[config.mk]
export PLATFORM = sky130hd
export DESIGN_NAME = branch_cmp_pipe
export DESIGN_NICKNAME = d
export VERILOG_FILES = /design/src/rtl/branch_cmp_pipe.sv
export SDC_FILE = /design/constraint.sdc
export NUM_CORES = 1
export LEC_CHECK = 0
export CAP_MARGIN = 25
export CORE_AREA = 2 2 58 60
export CTS_CLUSTER_DIAMETER = 50
export DETAILED_ROUTE_END_ITERATION = 7
export DIE_AREA = 0 0 60 62
export PLACE_DENSITY_LB_ADDON = 0.12
export RECOVER_POWER = 25
export SETUP_SLACK_MARGIN = 0.5
export SLEW_MARGIN = 0
export SYNTH_ARGS = -nofsm -noshare
export SYNTH_HDL_FRONTEND = slang
export SYNTH_SLANG_ARGS = --single-unit
[constraint.sdc]
create_clock -name clk -period 6.1 [get_ports clk]
set_clock_uncertainty 0.2 [all_clocks]
set_input_delay 1.83 -clock clk [delete_from_list [all_inputs] [get_ports clk]]
set_output_delay 1.83 -clock clk [all_outputs]
set_load 0.02 [all_outputs]
[src/rtl/branch_cmp_pipe.sv]
// branch_cmp_pipe: pipelined MIPS branch comparator.
// Evaluates one of six branch conditions on two operands and carries the result
// through STAGES (1 or 2) registered stages under a valid/ready handshake with flush.
// Optional build macro CMP_STATS_EN enables the saturating taken-branch counter;
// without it taken_cnt is tied to zero.
module branch_cmp_pipe #(
    parameter int WIDTH  = 32,
    parameter int STAGES = 1,
    parameter int CNT_W  = 16
) (
    input  logic             clk,
    input  logic             reset,
    input  logic             in_valid,
    output logic             in_ready,
    input  logic [2:0]       op,
    input  logic [WIDTH-1:0] a,
    input  logic [WIDTH-1:0] b,
    input  logic             flush,
    output logic             out_valid,
    input  logic             out_ready,
    output logic             taken,
    output logic             eq,
    output logic             gez,
    output logic             gtz,
    output logic             illegal,
    output logic [CNT_W-1:0] taken_cnt
);

    // Result word layout: {taken, eq, gez, gtz, illegal}
    localparam int PW = 5;

    generate
        if (STAGES != 1 && STAGES != 2) begin : g_bad_stages
            $error("branch_cmp_pipe: STAGES must be 1 or 2");
        end
    endgenerate

    logic          eq_c;
    logic          gez_c;
    logic          gtz_c;
    logic          taken_c;
    logic          illegal_c;
    logic [PW-1:0] in_word;
    logic          adv;
    logic          accept;

    logic          valid_q [STAGES];
    logic [PW-1:0] word_q  [STAGES];
    logic          valid_d [STAGES];
    logic [PW-1:0] word_d  [STAGES];

    // Raw flags and resolved decision for the request at the input
    always_comb begin
        eq_c      = (a == b);
        gez_c     = !a[WIDTH-1];
        gtz_c     = !a[WIDTH-1] && (a != '0);
        taken_c   = 1'b0;
        illegal_c = 1'b0;
        case (op)
            3'd0:    taken_c = eq_c;
            3'd1:    taken_c = !eq_c;
            3'd2:    taken_c = gez_c;
            3'd3:    taken_c = gtz_c;
            3'd4:    taken_c = !gtz_c;
            3'd5:    taken_c = !gez_c;
            default: illegal_c = 1'b1;
        endcase
    end

    assign in_word   = {taken_c, eq_c, gez_c, gtz_c, illegal_c};
    assign out_valid = valid_q[STAGES-1];
    // Whole pipe moves together: any stall freezes every stage, so bubbles never collapse
    assign adv       = !out_valid || out_ready;
    assign in_ready  = adv;
    assign accept    = in_valid && adv && !flush;

    // Shift source for each stage: stage 0 takes the new request, later stages their predecessor
    generate
        for (genvar gi = 0; gi < STAGES; gi++) begin : g_stage
            if (gi == 0) begin : g_head
                assign valid_d[gi] = accept;
                assign word_d[gi]  = accept ? in_word : word_q[gi];
            end else begin : g_tail
                assign valid_d[gi] = valid_q[gi-1];
                assign word_d[gi]  = word_q[gi-1];
            end
        end
    endgenerate

    // Stage registers: reset beats flush, flush clears valids, otherwise shift on advance
    always_ff @(posedge clk) begin
        for (int i = 0; i < STAGES; i++) begin
            if (reset) begin
                valid_q[i] <= 1'b0;
                word_q[i]  <= '0;
            end else begin
                if (flush) begin
                    valid_q[i] <= 1'b0;
                end else if (adv) begin
                    valid_q[i] <= valid_d[i];
                end
                if (adv) begin
                    word_q[i] <= word_d[i];
                end
            end
        end
    end

    assign {taken, eq, gez, gtz, illegal} = word_q[STAGES-1];

`ifdef CMP_STATS_EN
    logic [CNT_W-1:0] cnt_q;
    logic [CNT_W-1:0] cnt_d;

    // Count consumed taken results, sticking at all-ones; flush does not affect it
    always_comb begin
        cnt_d = cnt_q;
        if (out_valid && out_ready && taken && (cnt_q != {CNT_W{1'b1}})) begin
            cnt_d = cnt_q + CNT_W'(1);
        end
    end

    // Counter register
    always_ff @(posedge clk) begin
        if (reset) begin
            cnt_q <= '0;
        end else begin
            cnt_q <= cnt_d;
        end
    end

    assign taken_cnt = cnt_q;
`else
    assign taken_cnt = '0;
`endif

endmodule

Word-level counts from Yosys, hierarchy flattened
Memory sizes are Yosys's and may differ from the RTL's.
Cells that the tools add are included.
- logic and storage cells: 43
- RAM bits: 6
- register bits after elaboration: 0
- memories: 2
- input bits: 72
- output and inout bits: 23
- muxes and demuxes: 20
- equal/unequal tests: 6
- reduce and logical (&&, ||, !) cells: 15
- memory list (name ; depth ; width ; read ports ; clocked after memory_dff ; write ports ; line ; text):
    word_q ; 1 ; 5 ; 1 ; 0 ; 1 ; 48 ; logic [PW-1:0] word_q [STAGES];
    valid_q ; 1 ; 1 ; 1 ; 0 ; 1 ; 47 ; logic valid_q [STAGES];
- operator list (operator ; count):
    32-bit equality test ; 1
    32-bit nonzero test ; 1
    1-bit 2-to-1 mux ; 17
    5-bit 2-to-1 mux ; 2
    3-bit by 2-bit equality test with 1-bit output (second input constant) ; 2
    3-bit equality test (second input constant) ; 2
    1-bit one-hot mux with 6 select lines ; 1
    6-bit OR reduction ; 1
    1-bit zero test ; 5
    5-bit OR reduction ; 1
    3-bit by 1-bit equality test with 1-bit output (second input constant) ; 1
    1-bit logical AND ; 3
    3-bit zero test ; 1
    1-bit OR reduction ; 2
    1-bit logical OR ; 1

Depth between registers and ports, before layout
An unclocked memory read counts as a cell.
- depth after elaboration: 9
- mapped depth: 5
- depth with buffers taken out: 5

Least setup slack after synthesis
No wires, ideal clock.
- kind: in2out
- start: input port out_ready
- end: output port in_ready
- path buffers: 0
- arrival time: 2.054 ns
- data required time: 4.070 ns
- cell stages on the path: 1
- setup slack: 2.016 ns
- cell sequence: nand2b_2
- cells in the longest elaborated chain, start to end: 1
- ends and longest elaborated chain (item ; line ; text):
    start, declared ; 20 ; input logic out_ready,
    1-bit logical OR ; 73 ; assign adv = !out_valid || out_ready;
    end, declared ; 14 ; output logic in_ready,
Every way passes these cells.

Worst setup path in the final report
Same ends and word-level chain as after synthesis.

==> results.sh <==
export IMPL_maxSlewViolCount=0
export IMPL_drive_above_1_share_pct=4.47
export IMPL_port_buffers=78
export IMPL_crit_type="in2out"
export IMPL_cp_end_kind="output pin"
export IMPL_cts_root_buffer="clkbuf_4"
export IMPL_r2r_start="valid_q[0]$_DFFE_PP_"
export IMPL_wirelength_mm=2.72
export IMPL_min_from="valid_q[0]$_DFFE_PP_"
export IMPL_crit_path_start="out_ready"
export IMPL_cts_buffer_depth=2
export IMPL_dieArea_um2=3720
export IMPL_stdcell_count=225
export IMPL_ys_seq_area_share_pct=20.5
export IMPL_clock_latency_ps=240
export IMPL_grt_max_degree=7
export IMPL_drc=0
export IMPL_synth_area_top_cells="xnor2_1 (32%), edfxtp_1 (20%), buf_4 (14%)"
export IMPL_period_minus_slack_ps=5130
export IMPL_nNetsFinal=253
export IMPL_rsz0062_at_grt="false"
export IMPL_post_cts_buffers=0
export IMPL_fmax_ghz=0.195
export IMPL_core_um2=3180
export IMPL_ys_ff_latch=6
export IMPL_finalSetupTns_ps=0
export IMPL_final_hold_violation_count=0
export IMPL_cts_resized=0
export IMPL_die_w_um=60
export IMPL_synth_top_area_share_pct=31.9
export IMPL_area_growth_pct=90.6
export IMPL_pre_cts_ws_ps=1060
export IMPL_grt_usage_pct=14.6
export IMPL_grt_first_pass_wirelength_mm=4.01
export IMPL_peakVddDrop_v=0.0000376
export IMPL_powerDensity_nw_per_um2=112
export IMPL_synth_area_um2=880
export IMPL_antenna_found_initial=0
export IMPL_cp_start_kind="primary input"
export IMPL_grt_pass1_vias=946
export IMPL_yosysWarnings=0
export IMPL_cts_tree="done"
export IMPL_layout_common_cells="clkdlybuf4s50_1 (77), xnor2_1 (32), conb_1 (16), nand4_1 (10), nor4_1 (8)"
export IMPL_slew_headroom_pct=66.1
export IMPL_cp_arrival_ps=3100
export IMPL_chipHeight_um=62
export IMPL_dp_cells=222
export IMPL_cts_clk_slew_worst_paths_ps=40
export IMPL_drtIter0Drc=8
export IMPL_cts_sinks=6
export IMPL_fin_crit_sh_pct=84.1
export IMPL_diodes=0
export IMPL_mostFrequentLayoutCell="clkdlybuf4s50_1"
export IMPL_r2r_slack_ps=4460
export IMPL_worst_slack_ps=970
export IMPL_grt_ovfl_total=0
export IMPL_p_leak_nw=0.565
export IMPL_start_util_pct=27.7
export IMPL_holdWs_ps=539
export IMPL_worstPathRequired_ps=4070
export IMPL_ant_nets=0
export IMPL_syn_avg_cell_area_um2=8.88
export IMPL_worstMarginPinSlew_ps=503
export IMPL_finalSetupViolCount=0
export IMPL_first_pass_iters=3
export IMPL_path_max_fanout=4
export IMPL_hold_buffers=0
export IMPL_vias=958
export IMPL_place_detailed_hpwl_mm=2.56
export IMPL_max_cap_violations=0
export IMPL_row_count=21
export IMPL_synth_distinct_cells=24
export IMPL_num_io_pins=95
export IMPL_synthCells=99
export IMPL_hp_class="reg2reg"
export IMPL_post_drt_wl_per_cell_um=12.1
export IMPL_yosysTopAreaCell="xnor2_1"
export IMPL_place_congestion=0.707
export IMPL_power_total_mw=0.189
export IMPL_cts_buffers=3
export IMPL_vias_per_cell=4.26
export IMPL_cts_htree_levels=1
export IMPL_outcome="completed"
==> final cells by class <==
cell class	count	area, um2
clock buffers	3	22.5
fillers	312	1500
inverters	1	3.75
multi-input cells	91	632
flip-flops and latches	6	180
well taps	46	57.6
repair buffers	78	781
==> metrics by stage <==
step                area, um2  util (%)
global route             1680      52.7
floorplan                 936         -
detailed placement       1650      52.0
global placement         1650      52.0
finish                   1680      52.7
CTS                      1680      52.7
==> state kept, by name, summed over array words and instances (netlist names) <==
register and cells:
word_q 5, valid_q 1
==> Yosys cell counts <==
cell type,n
a211oi_1,1
a31oi_1,1
and3_1,1
buf_4,16
conb_1,1
edfxtp_1,6
inv_1,1
nand2_1,3
nand2b_1,1
nand2b_2,1
nand3b_1,1
nand4_1,10
nor2_1,4
nor3_1,1
nor4_1,8
nor4_2,2
nor4_4,1
o21a_1,1
o21bai_1,1
o311ai_1,1
or2b_2,1
or3_1,3
or4_1,1
xnor2_1,32
==> metal layers <==
metal / GRT usage, % / part of all wire [%]
met5: 0 / 0
met4: 5.08 / 1.4
met3: 6.42 / 14
met2: 27.6 / 52
met1: 14.1 / 33
==> logic make-up after synthesis <==
logic type / share of synthesized area [%]
other: 0.426
XOR/XNOR: 31.9
AO/OA/AOI/OAI: 4.27
flip-flops: 20.5
buffers and inverters: 14.1
AND/OR/NAND/NOR: 28.9
==> worst max-delay path: stages <==
cell             delay [ps]
dlygate4sd3_1           530
nand2b_2                200
clkdlybuf4s50_1         540
==> report_power, final <==
group          internal (mW)  switching [mW]
sequential            0.0487        0.000734
clock                 0.0222          0.0136
combinational         0.0626          0.0408
==> worst paths after layout <==
path / end / depth (start not counted)
setup / recovery: in_ready / 3
hold / removal: valid_q[0]$_DFFE_PP_ / 3
setup reg to reg: word_q[0][4]$_SDFFCE_PN0P_ / 5
hold reg to reg: valid_q[0]$_DFFE_PP_ / 3
Note: power is estimated with default switching activity, not from simulation.
